[src/rtl/fft_stage_sequencer.sv]
// rtl/fft_stage_sequencer.sv - radix-2 DIT FFT stage/butterfly issue sequencer; optional macro FFT_SEQ_INVERSE_EN
module fft_stage_sequencer #(
    parameter int MAX_NUM_OF_SIGNALS = 8,
    parameter int ADDR_W  = $clog2(MAX_NUM_OF_SIGNALS),
    parameter int STAGE_W = ($clog2($clog2(MAX_NUM_OF_SIGNALS)) > 0) ? $clog2($clog2(MAX_NUM_OF_SIGNALS)) : 1
) (
    input  logic               clk_i,
    input  logic               rst_ni,
    input  logic               start_i,
`ifdef FFT_SEQ_INVERSE_EN
    input  logic               inverse_i,
`endif
    output logic               busy_o,
    output logic               done_o,
    output logic               bfly_valid_o,
    input  logic               bfly_ready_i,
    output logic [ADDR_W-1:0]  addr_a_o,
    output logic [ADDR_W-1:0]  addr_b_o,
    output logic [ADDR_W-2:0]  twiddle_idx_o,
    output logic [STAGE_W-1:0] stage_o,
    output logic               bfly_last_o,
    input  logic               wb_i
);
    localparam int LOG2N  = $clog2(MAX_NUM_OF_SIGNALS);
    localparam int HALF_N = MAX_NUM_OF_SIGNALS / 2;
    localparam int CNT_W  = $clog2(HALF_N + 1);
    localparam int K_W    = ADDR_W - 1;
    localparam logic [K_W-1:0]     K_LAST = K_W'(HALF_N - 1);
    localparam logic [STAGE_W-1:0] S_LAST = STAGE_W'(LOG2N - 1);

    typedef enum logic [1:0] {ST_IDLE, ST_ISSUE, ST_DRAIN, ST_DONE} state_t;

    state_t             r_state, w_state_nxt;
    logic [K_W-1:0]     r_k, w_k_nxt;
    logic [STAGE_W-1:0] r_stage, w_stage_nxt;
    logic [CNT_W-1:0]   r_outst, w_outst_nxt;
    logic               w_hs;
    logic               w_inv_nxt;
`ifdef FFT_SEQ_INVERSE_EN
    logic               r_inv;
`endif

    logic [ADDR_W-1:0]  w_k_ext, w_half, w_pos, w_addr_a;
    logic [K_W-1:0]     w_tw_fwd, w_tw_nxt;
    logic               w_valid_nxt, w_busy_nxt, w_done_nxt, w_last_nxt;
    logic [ADDR_W-1:0]  w_addr_a_nxt, w_addr_b_nxt;
    logic [K_W-1:0]     w_tw_out_nxt;
    logic [STAGE_W-1:0] w_stage_out_nxt;

    logic               r_valid, r_busy, r_done, r_last;
    logic [ADDR_W-1:0]  r_addr_a, r_addr_b;
    logic [K_W-1:0]     r_tw;
    logic [STAGE_W-1:0] r_stage_out;

    assign w_hs = r_valid & bfly_ready_i;

`ifdef FFT_SEQ_INVERSE_EN
    assign w_inv_nxt = (r_state == ST_IDLE && start_i) ? inverse_i : r_inv;
`else
    assign w_inv_nxt = 1'b0;
`endif

    // Outstanding write-backs: +1 per handshake, -1 per wb_i, stray wb_i at zero ignored
    always_comb begin
        w_outst_nxt = r_outst;
        if (w_hs && !wb_i) begin
            w_outst_nxt = r_outst + CNT_W'(1);
        end else if (!w_hs && wb_i && r_outst != '0) begin
            w_outst_nxt = r_outst - CNT_W'(1);
        end
    end

    // State and counter registers
    always_ff @(posedge clk_i) begin
        if (!rst_ni) begin
            r_state <= ST_IDLE;
            r_k     <= '0;
            r_stage <= '0;
            r_outst <= '0;
`ifdef FFT_SEQ_INVERSE_EN
            r_inv   <= 1'b0;
`endif
        end else begin
            r_state <= w_state_nxt;
            r_k     <= w_k_nxt;
            r_stage <= w_stage_nxt;
            r_outst <= w_outst_nxt;
`ifdef FFT_SEQ_INVERSE_EN
            r_inv   <= w_inv_nxt;
`endif
        end
    end

    // Next state: issue a stage, drain it to the barrier, then advance or finish
    always_comb begin
        w_state_nxt = r_state;
        w_k_nxt     = r_k;
        w_stage_nxt = r_stage;
        case (r_state)
            ST_IDLE: begin
                if (start_i) begin
                    w_state_nxt = ST_ISSUE;
                    w_k_nxt     = '0;
                    w_stage_nxt = '0;
                end
            end
            ST_ISSUE: begin
                if (w_hs) begin
                    w_k_nxt = r_k + K_W'(1);
                    if (r_k == K_LAST) begin
                        w_state_nxt = ST_DRAIN;
                    end
                end
            end
            ST_DRAIN: begin
                if (w_outst_nxt == '0) begin
                    if (r_stage == S_LAST) begin
                        w_state_nxt = ST_DONE;
                    end else begin
                        w_state_nxt = ST_ISSUE;
                        w_stage_nxt = r_stage + STAGE_W'(1);
                    end
                end
            end
            default: w_state_nxt = ST_IDLE;
        endcase
    end

    // Output decode of the upcoming request so outputs can be registered
    always_comb begin
        w_k_ext  = ADDR_W'(w_k_nxt);
        w_half   = ADDR_W'(1) << w_stage_nxt;
        w_pos    = w_k_ext & (w_half - ADDR_W'(1));
        w_addr_a = (((w_k_ext >> w_stage_nxt) << w_stage_nxt) << 1) | w_pos;
        w_tw_fwd = K_W'(w_pos << (S_LAST - w_stage_nxt));
        w_tw_nxt = w_inv_nxt ? (K_W'(0) - w_tw_fwd) : w_tw_fwd;

        w_valid_nxt     = (w_state_nxt == ST_ISSUE);
        w_busy_nxt      = (w_state_nxt == ST_ISSUE) || (w_state_nxt == ST_DRAIN);
        w_done_nxt      = (w_state_nxt == ST_DONE);
        w_last_nxt      = w_valid_nxt && (w_stage_nxt == S_LAST) && (w_k_nxt == K_LAST);
        w_addr_a_nxt    = w_valid_nxt ? w_addr_a : '0;
        w_addr_b_nxt    = w_valid_nxt ? (w_addr_a + w_half) : '0;
        w_tw_out_nxt    = w_valid_nxt ? w_tw_nxt : '0;
        w_stage_out_nxt = w_busy_nxt ? w_stage_nxt : '0;
    end

    // Output registers; values stay put while a request waits for ready
    always_ff @(posedge clk_i) begin
        if (!rst_ni) begin
            r_valid     <= 1'b0;
            r_busy      <= 1'b0;
            r_done      <= 1'b0;
            r_last      <= 1'b0;
            r_addr_a    <= '0;
            r_addr_b    <= '0;
            r_tw        <= '0;
            r_stage_out <= '0;
        end else begin
            r_valid     <= w_valid_nxt;
            r_busy      <= w_busy_nxt;
            r_done      <= w_done_nxt;
            r_last      <= w_last_nxt;
            r_addr_a    <= w_addr_a_nxt;
            r_addr_b    <= w_addr_b_nxt;
            r_tw        <= w_tw_out_nxt;
            r_stage_out <= w_stage_out_nxt;
        end
    end

    assign bfly_valid_o  = r_valid;
    assign busy_o        = r_busy;
    assign done_o        = r_done;
    assign bfly_last_o   = r_last;
    assign addr_a_o      = r_addr_a;
    assign addr_b_o      = r_addr_b;
    assign twiddle_idx_o = r_tw;
    assign stage_o       = r_stage_out;

endmodule

[config.mk]
export PLATFORM = sky130hd
export DESIGN_NAME = fft_stage_sequencer
export DESIGN_NICKNAME = d
export VERILOG_FILES = /design/src/rtl/fft_stage_sequencer.sv
export SDC_FILE = /design/constraint.sdc
export NUM_CORES = 1
export LEC_CHECK = 0
export ABC_AREA = 1
export CAP_MARGIN = 20
export CORE_MARGIN = 1
export CORE_UTILIZATION = 40
export DETAILED_ROUTE_END_ITERATION = 8
export PLACE_DENSITY = 0.63
export REMOVE_ABC_BUFFERS = 1
export SYNTH_ARGS = -nofsm -noshare
export SYNTH_HDL_FRONTEND = slang
export SYNTH_SLANG_ARGS = --single-unit
[constraint.sdc]
create_clock -name clk_i -period 4.13 [get_ports clk_i]
set_input_delay 0.826 -clock clk_i [delete_from_list [all_inputs] [get_ports clk_i]]
set_output_delay 0.826 -clock clk_i [all_outputs]
set_load 0.01 [all_outputs]
Word level (Yosys, flattened, before mapping)
Index checks and enable logic that the tools add are counted.
- input port bits: 5
- logic and storage cells: 63
- flip-flop bits (word level): 23
- add/subtract/negate cells: 7
- eq/ne operators: 9
- bitwise gates (word level): 3
- shift operators: 4
- mux-type cells: 15
- reduce and logical (&&, ||, !) cells: 13
- operators by type and width (operator ; count):
    two-way mux 2 bit ; 10
    equality test 2 bit (second input constant) ; 7
    case mux 2 bit (2 select lines) ; 2
    two-way mux 3 bit ; 2
    case mux 2 bit (3 select lines) ; 1
    << shifter 3 x 2 -> 2 bit ; 2
    subtractor 3 x 1 -> 3 bit (second input constant) ; 2
    logical AND 1 bit ; 5
    adder 2 x 1 -> 2 bit (second input constant) ; 2
    equality test 2 x 1 -> 1 bit (second input constant) ; 2
    AND reduction 2 bit ; 2
    adder 3 x 1 -> 3 bit (second input constant) ; 1
    adder 3 bit ; 1
    bitwise AND 2 x 3 -> 3 bit ; 1
    zero test 3 bit ; 1
    bitwise OR 3 bit ; 1
    nonzero test 3 bit ; 1
    << shifter 1 x 2 -> 3 bit (first input constant) ; 1
    right shift 2 x 2 -> 3 bit ; 1
    zero test 1 bit ; 2
    zero test 2 bit ; 1
    subtractor 2 bit (first input constant) ; 1
    bitwise AND 1 bit ; 1
    logical OR 1 bit ; 1

Logic depth before layout (Yosys ltp)
Gate-level depths: netlist of run 1.
- depth after elaboration: 14
- mapped depth: 23
- gate-level depth less buffers: 23

Least setup slack after synthesis of run 1
OpenSTA, ideal clock, no wires.
- kind: input -> register
- from: in bfly_ready_i
- to: reg r_addr_b[1] (netlist: addr_b_o[1])
- path buffers: 0
- setup time: 0.117 ns
- required time: 4.013 ns
- arrival time: 2.982 ns
- stages: 18
- setup slack: 1.031 ns
- cells stage by stage: nand2_2 > nand3_4 > nand2_1 > nand2_1 > nand2_2 > inv_2 > nor2_4 > nand4_1 > nand2_2 > inv_1 > ha_1 > or2_2 > a21oi_1 > nor2_1 > inv_1 > fa_1 > inv_1 > nor2_1
- word-level cells in the longest chain between the ends: 14
- elaborated cells between the ends (all ways): 24
- those cells by class: add/sub: 2; eq/ne: 1; shift: 3; mux: 9; bitwise: 3; reduce/logical: 6
- ends and longest elaborated chain (item ; RTL line ; RTL):
    start, declared ; 16 ; input logic bfly_ready_i,
    bitwise AND 1 bit (*) ; 55 ; assign w_hs = r_valid & bfly_ready_i;
    zero test 1 bit ; 68 ; end else if (!w_hs && wb_i && r_outst != '0) begin
    logical AND 1 bit (2 in a row) ; 68 ;
    two-way mux 3 bit ; 68 ;
    two-way mux 3 bit (*) ; 66 ; if (w_hs && !wb_i) begin
    zero test 3 bit (*) ; 116 ; if (w_outst_nxt == '0) begin
    two-way mux 2 bit (*) ; 116 ;
    case mux 2 bit (2 select lines) (*) ; 99 ; case (r_state)
    via w_stage_nxt[1] ; 35 ; logic [STAGE_W-1:0] r_stage, w_stage_nxt;
    << shifter 1 x 2 -> 3 bit ; 132 ; w_half = ADDR_W'(1) << w_stage_nxt;
    subtractor 3 x 1 -> 3 bit ; 133 ; w_pos = w_k_ext & (w_half - ADDR_W'(1));
    bitwise AND 2 x 3 -> 3 bit ; 133 ;
    bitwise OR 3 bit (*) ; 134 ; w_addr_a = (((w_k_ext >> w_stage_nxt) << w_stage_nxt) << 1) | w_pos;
    via w_addr_a[1] ; 43 ; logic [ADDR_W-1:0] w_k_ext, w_half, w_pos, w_addr_a;
    adder 3 bit (*) ; 143 ; w_addr_b_nxt = w_valid_nxt ? (w_addr_a + w_half) : '0;
    end signal, assigned ; 165 ; r_addr_b <= w_addr_b_nxt;
    end, declared ; 51 ; logic [ADDR_W-1:0] r_addr_a, r_addr_b;
The timed path passes the listed nets; every way through them passes the cells marked *.
A chain may end at the register's enable or synchronous reset.

Worst setup path after layout of run 1
- from: in wb_i
- to: reg r_addr_b[1] (netlist: addr_b_o[1])
- word-level cells in the longest chain between the ends: 12
- elaborated cells between the ends (all ways): 20
- those cells by class: add/sub: 2; eq/ne: 1; shift: 3; mux: 6; bitwise: 2; reduce/logical: 6
- ends and longest elaborated chain (item ; RTL line ; RTL):
    start, declared ; 22 ; input logic wb_i
    logical AND 1 bit (2 in a row) ; 68 ;
    two-way mux 3 bit ; 68 ;
    two-way mux 3 bit (*) ; 66 ;
    zero test 3 bit (*) ; 116 ;
    two-way mux 2 bit (*) ; 116 ;
    case mux 2 bit (2 select lines) (*) ; 99 ;
    via w_stage_nxt[1] ; 35 ;
    << shifter 1 x 2 -> 3 bit ; 132 ;
    subtractor 3 x 1 -> 3 bit ; 133 ;
    bitwise AND 2 x 3 -> 3 bit ; 133 ;
    bitwise OR 3 bit (*) ; 134 ;
    via w_addr_a[1] ; 43 ;
    adder 3 bit (*) ; 143 ;
Marked as above.

==> qor.yml, run 1 <==
drt_iter0_markers: 14
dp_hpwl_mm: 1.613
row_count: 19
area_growth_pct: 21.20
multi_input_area_um2: 594.3
final-hold-violation-count: 0
synth_enable_flop_cells: 0
die_x_um: 55.50
grt_antenna_before_repair: 0
grt_setup_unrepaired: "no"
grt_remaining_overflow: 0
worstPathMaxFanout: 5
cts_buffers: 3
run_status: "finished clean"
cts_resized: 0
grt_use_total_pct: 15.32
cts_tree: "built"
drive_above_1_share_pct: 11.04
die_area_um2: 3080
drv_slew: 0
synth_seq_area_share_pct: 40.22
critPathLaunchType: "input port"
synthFlopType: "dfxtp_1"
grt_first_pass_wirelength_mm: 3.788
die_y_um: 55.50
ctsHoldBuffers: 0
clkPwrFrac_pct: 22.5
synth_cell_type_count: 25
cp.required_ns: 4.34
p_per_area_nw_per_um2: 325.8
power.share.sequential_pct: 52.9
nets: 181
coreArea_um2: 2734
fin_total_pwr_uw: 452.1
antenna_cells: 0
via_per_inst: 4.773
syn_area_um2: 1145
final_cell_mix: "dfxtp_1 (23), nor2_1 (22), inv_1 (21), nand2_1 (19), clkdlybuf4s50_1 (18)"
io_pins: 19
gp_congestion: 0.8635
cts_max_level: 1
fillers: 280
synth_seq_cells: 23
drv_cap: 0
comb_power_share_pct: 24.6
worstSetupPathType: "in2reg"
final.setup_skew_ns: 0.004104
wirelength_mm: 2.031
p_leak_nw: 0.6246
fmax_mhz: 280.5
p_int_uw: 313.3
initial_core_util_pct: 41.88
irDropWorstVdd_mv: 0.1980
grt_pass1_vias: 879
firstDrtPassIters: 4
avgRoutedWirePerCell_um: 10.47
cts_root_buf: "clkbuf_4"
hold_ws_ns: 0.5720
postCtsSetupRepairBufs: 0
crit_arrival_ns: 3.77
drc: 0
final-seq-area_um2: 460.4
switchingPower_uw: 138.8
insertion_delay_ns: 0.30
ant_nets: 0
final_common_cell: "dfxtp_1"
portBuffers: 18
syn_inst: 142
synth_warnings: 0
cts_sinks: 23
syn_area_per_cell_um2: 8.062
min_path_type: "reg2reg"
dp_slack_ns: 0.2532
clk_pin_slew_ns: 0.13
fin_crit_ns: 3.565
clock_path_buffers: 2
layout_setup_ws_ns: 0.5651
grt_max_degree: 14
end_kind: "register"
async_flop_share_pct: 0
netSwitchingFraction_pct: 30.71
fin_setup_tns_ns: 0
via_count: 926
period_share_pct: 86.32
setup_violations: 0
==> logic make-up after synthesis <==
family,synth area share [%]
and+or+nand+nor,31.81
buffers and inverters,7.869
DFF,40.22
adders and majority gates,13.77
AOI/OAI and AO/OA,5.247
xor gates and xnor gates,0.7652
other,0.3276
==> metal layers <==
metal  GRT usage, %  up-vias  wire length (um)
met5              0        -                 0
met4          5.357        0                18
met3          3.279        2                54
met2          23.92       10               953
met1          20.88      426              1004
li1               -      488                 -
==> state kept, by name, indices dropped and copies added (netlist names), 2 cells and up <==
register	count
r_state	2
twiddle_idx_o	2
stage_o	2
addr_a_o	3
r_k	2
r_stage	2
r_outst	3
addr_b_o	3
==> cells in the mapped netlist (all sizes together) (2+ instances only) <==
cell,n,area share [%]
or2,2,1.1
ha,11,12
inv,23,7.5
o21ai,3,2.3
dfxtp,23,40
nor2,23,8.2
nand4,3,1.6
nand3,15,9.4
a21oi,4,1.7
nor3,6,2.6
nand2,23,8.9
==> through the flow <==
step                      area (um2)  std cells  util (%)
after floorplan                 1141        141         -
after global placement          1360        190     49.75
after detailed placement        1360        190     49.75
after CTS                       1388        194     50.76
after global routing            1388        194     50.76
final                           1388        194     50.76
==> path summary, 6_finish.rpt <==
kind	from	to	slack, ns	cells after the start
min	r_outst[0]$_SDFF_PN0_	r_outst[0]$_SDFF_PN0_	0.57	3
min reg2reg	r_outst[0]$_SDFF_PN0_	r_outst[0]$_SDFF_PN0_	0.57	3
max reg2reg	r_outst[0]$_SDFF_PN0_	addr_b_o[1]$_SDFF_PP0_	0.81	19
max	wb_i	addr_b_o[1]$_SDFF_PP0_	0.57	16
==> layout make-up <==
class,instances,share of cell area (%)
repair buffers,18,12.98
multi-input cells,95,42.83
inverters,23,6.222
flip-flops and latches,23,33.18
clock buffers,3,1.623
well taps,31,2.795
clock inverters,1,0.3607
==> power by group through the flow <==
stage               Sequential [mW]  Combinational [mW]  Clock (mW)
finish                        0.239               0.111       0.102
global route                  0.241               0.128       0.122
CTS                           0.239               0.113       0.109
detailed placement            0.244               0.112           0
global placement              0.244               0.111           0
floorplan                     0.245              0.0844           0
==> critical path, stage by stage <==
cell and delay (ns):
clkdlybuf4s50_1 0.49, inv_2 0.10, nand3_2 0.11, or2_1 0.28
o21ai_4 0.10, nand4_1 0.21, nand2_2 0.16, inv_1 0.09
ha_1 0.23, or2_2 0.30, a21oi_1 0.20, nor2_1 0.09
inv_1 0.08, fa_1 0.41, inv_1 0.06, nor2_1 0.04
Power figures use the tool's default switching activity.
==> run 2, diff against run 1 <==
- GPL_ROUTABILITY_DRIVEN: default -> 0
- REMOVE_ABC_BUFFERS: 1 -> default
==> run 2 against run 1 <==
  * Total power increased by 1.6%
  * Hold slack improved by 0.015 ns
  * Via count decreased by 0.22%
==> qor.yml, run 2 (synthesis gave the netlist of run 1 again) <==
run_status: "finished clean"  # unchanged
nets: 181  # unchanged
crit_arrival_ns: 3.70  # was 3.77 ns
syn-num-nets: 159
avgRoutedWirePerCell_um: 11.12  # was 10.47 um
grt_use_total_pct: 15.20  # was 15.32%
end_kind: "register"  # unchanged
cts_sinks: 23  # unchanged
ctsHoldBuffers: 0  # unchanged
drv_slew: 0  # unchanged
drv_cap: 0  # unchanged
cts_tree: "built"  # unchanged
die_x_um: 55.50  # unchanged
firstDrtPassIters: 4  # unchanged
grt_pass1_vias: 921  # was 879
area_growth_pct: 21.20  # unchanged
cts_resized: 0  # unchanged
drt_iter0_markers: 23  # was 14
dp_hpwl_mm: 1.651  # was 1.613 mm
via_per_inst: 4.763  # was 4.773
p_per_area_nw_per_um2: 331.2  # was 325.8 nW/um2
drive_above_1_share_pct: 11.04  # unchanged
row_count: 19  # unchanged
final-seq-area_um2: 460.4  # unchanged
die_area_um2: 3080  # unchanged
final-hold-violation-count: 0  # unchanged
cp.required_ns: 4.35  # was 4.34 ns
ant_nets: 0  # unchanged
die_y_um: 55.50  # unchanged
grt_setup_unrepaired: "no"  # unchanged
antenna_cells: 0  # unchanged
fmax_mhz: 287.4  # was 280.5 MHz
layout_setup_ws_ns: 0.6506  # was 0.5651 ns
cts_root_buf: "clkbuf_4"  # unchanged
cts_buffers: 3  # unchanged
grt_remaining_overflow: 0  # unchanged
cp_cell_sequence: "clkdlybuf4s50_1, inv_2, nand3_2, or2_1, o21ai_4, nand4_1, nand2_2, inv_1, ha_1, or2_2, a21oi_1, nor2_1, inv_1, fa_1, inv_1, nor2_1"  # unchanged
grt_first_pass_wirelength_mm: 3.712  # was 3.788 mm
critical_path.top_delay_family: "simple AND/OR/NAND/NOR gates"  # unchanged
cts_max_level: 1  # unchanged
clock_path_buffers: 2  # unchanged
portBuffers: 18  # unchanged
initial_core_util_pct: 41.88  # unchanged
cp_slowest_cell: "clkdlybuf4s50_1"  # unchanged
coreArea_um2: 2734  # unchanged
fin_crit_ns: 3.479  # was 3.565 ns
via_count: 924  # was 926
final_common_cell: "dfxtp_1"  # unchanged
dp_slack_ns: 0.3017  # was 0.2532 ns
hp-start: "r_outst[0]$_SDFF_PN0_"  # unchanged
crit_top_cell: "inv_1"  # unchanged
worstPathMaxFanout: 5  # unchanged
clk_pin_slew_ns: 0.13  # about the same
min_path_type: "reg2reg"  # unchanged
grt_max_degree: 14  # unchanged
period_share_pct: 84.25  # was 86.32%
irDropWorstVdd_mv: 0.2249  # was 0.1980 mV
fillers: 261  # was 280
fin_setup_tns_ns: 0  # unchanged
placed_cells: 190  # unchanged
critPathLaunch: "wb_i"  # unchanged
setup_violations: 0  # unchanged
multi_input_area_um2: 594.3  # unchanged
grt_antenna_before_repair: 0  # unchanged
io_pins: 19  # unchanged
final_cell_mix: "dfxtp_1 (23), nor2_1 (22), inv_1 (21), nand2_1 (19), clkdlybuf4s50_1 (18)"  # unchanged
critPathLaunchType: "input port"  # unchanged
wirelength_mm: 2.157  # was 2.031 mm
final.setup_skew_ns: 0.002097  # was 0.004104 ns
drc: 0  # unchanged
reg2reg_from: "r_outst[0]$_SDFF_PN0_"  # unchanged
path_buf_inv: 5  # unchanged
max_stage_delay_ns: 0.49  # about the same
p_leak_nw: 0.6246  # unchanged
hold_ws_ns: 0.5874  # was 0.5720 ns
insertion_delay_ns: 0.31  # was 0.30 ns
instances_no_fill: 194  # unchanged
postCtsSetupRepairBufs: 0  # unchanged
rrSetupSlack_ns: 0.84  # was 0.81 ns
worstSetupPathType: "in2reg"  # unchanged
[run 2: cell counts in the layout (fill, tap and decap cells not counted)]
Identical to the previous run, type by type.
[run 2: layout make-up]
type	instances	share of cell area, %
multi-input combinational	95	42.83
clock inverter	1	0.3607
inverter	23	6.222
sequential	23	33.18
clock buffer	3	1.623
timing repair buffer	18	12.98
tap	31	2.795
[run 2: metrics by stage]
| step | total power [mW] | instance area (um2) | utilization, % |
|---|---|---|---|
| 2_1_floorplan | 0.3295 | 1145 | - |
| 5_1_grt | 0.4858 | 1388 | 50.76 |
| 3_5_place_dp | 0.3587 | 1360 | 49.75 |
| 3_3_place_gp | 0.3543 | 1360 | 49.75 |
| 6_report | 0.4595 | 1388 | 50.76 |
| 4_1_cts | 0.4647 | 1388 | 50.76 |
[run 2: final timing paths]
check,to,depth (start not counted)
worst max-delay path,addr_b_o[1]$_SDFF_PP0_,16
worst min-delay path,r_outst[0]$_SDFF_PN0_,3
worst max register to register,addr_b_o[1]$_SDFF_PP0_,21
worst min register to register,r_outst[0]$_SDFF_PN0_,3
[run 2: worst min-delay path: cells and delay by family, from the launching register on]
| family | cells | cell delay [ns] |
|---|---|---|
| flops | 1 | 0.35 |
| simple gates | 3 | 0.20 |
[run 2: per-layer routing]
layer | share of wire, % | track usage [%] | routed length [um]
met4 | 1.9 | 7.500 | 42
met1 | 47 | 17.89 | 1023
met3 | 3.2 | 3.044 | 69
met5 | 0 | 0 | 0
met2 | 47 | 26.16 | 1022
[run 2: power by group]
part           internal [mW]  switching (mW)
registers              0.233         0.00705
logic                 0.0452          0.0680
clock network         0.0363          0.0703
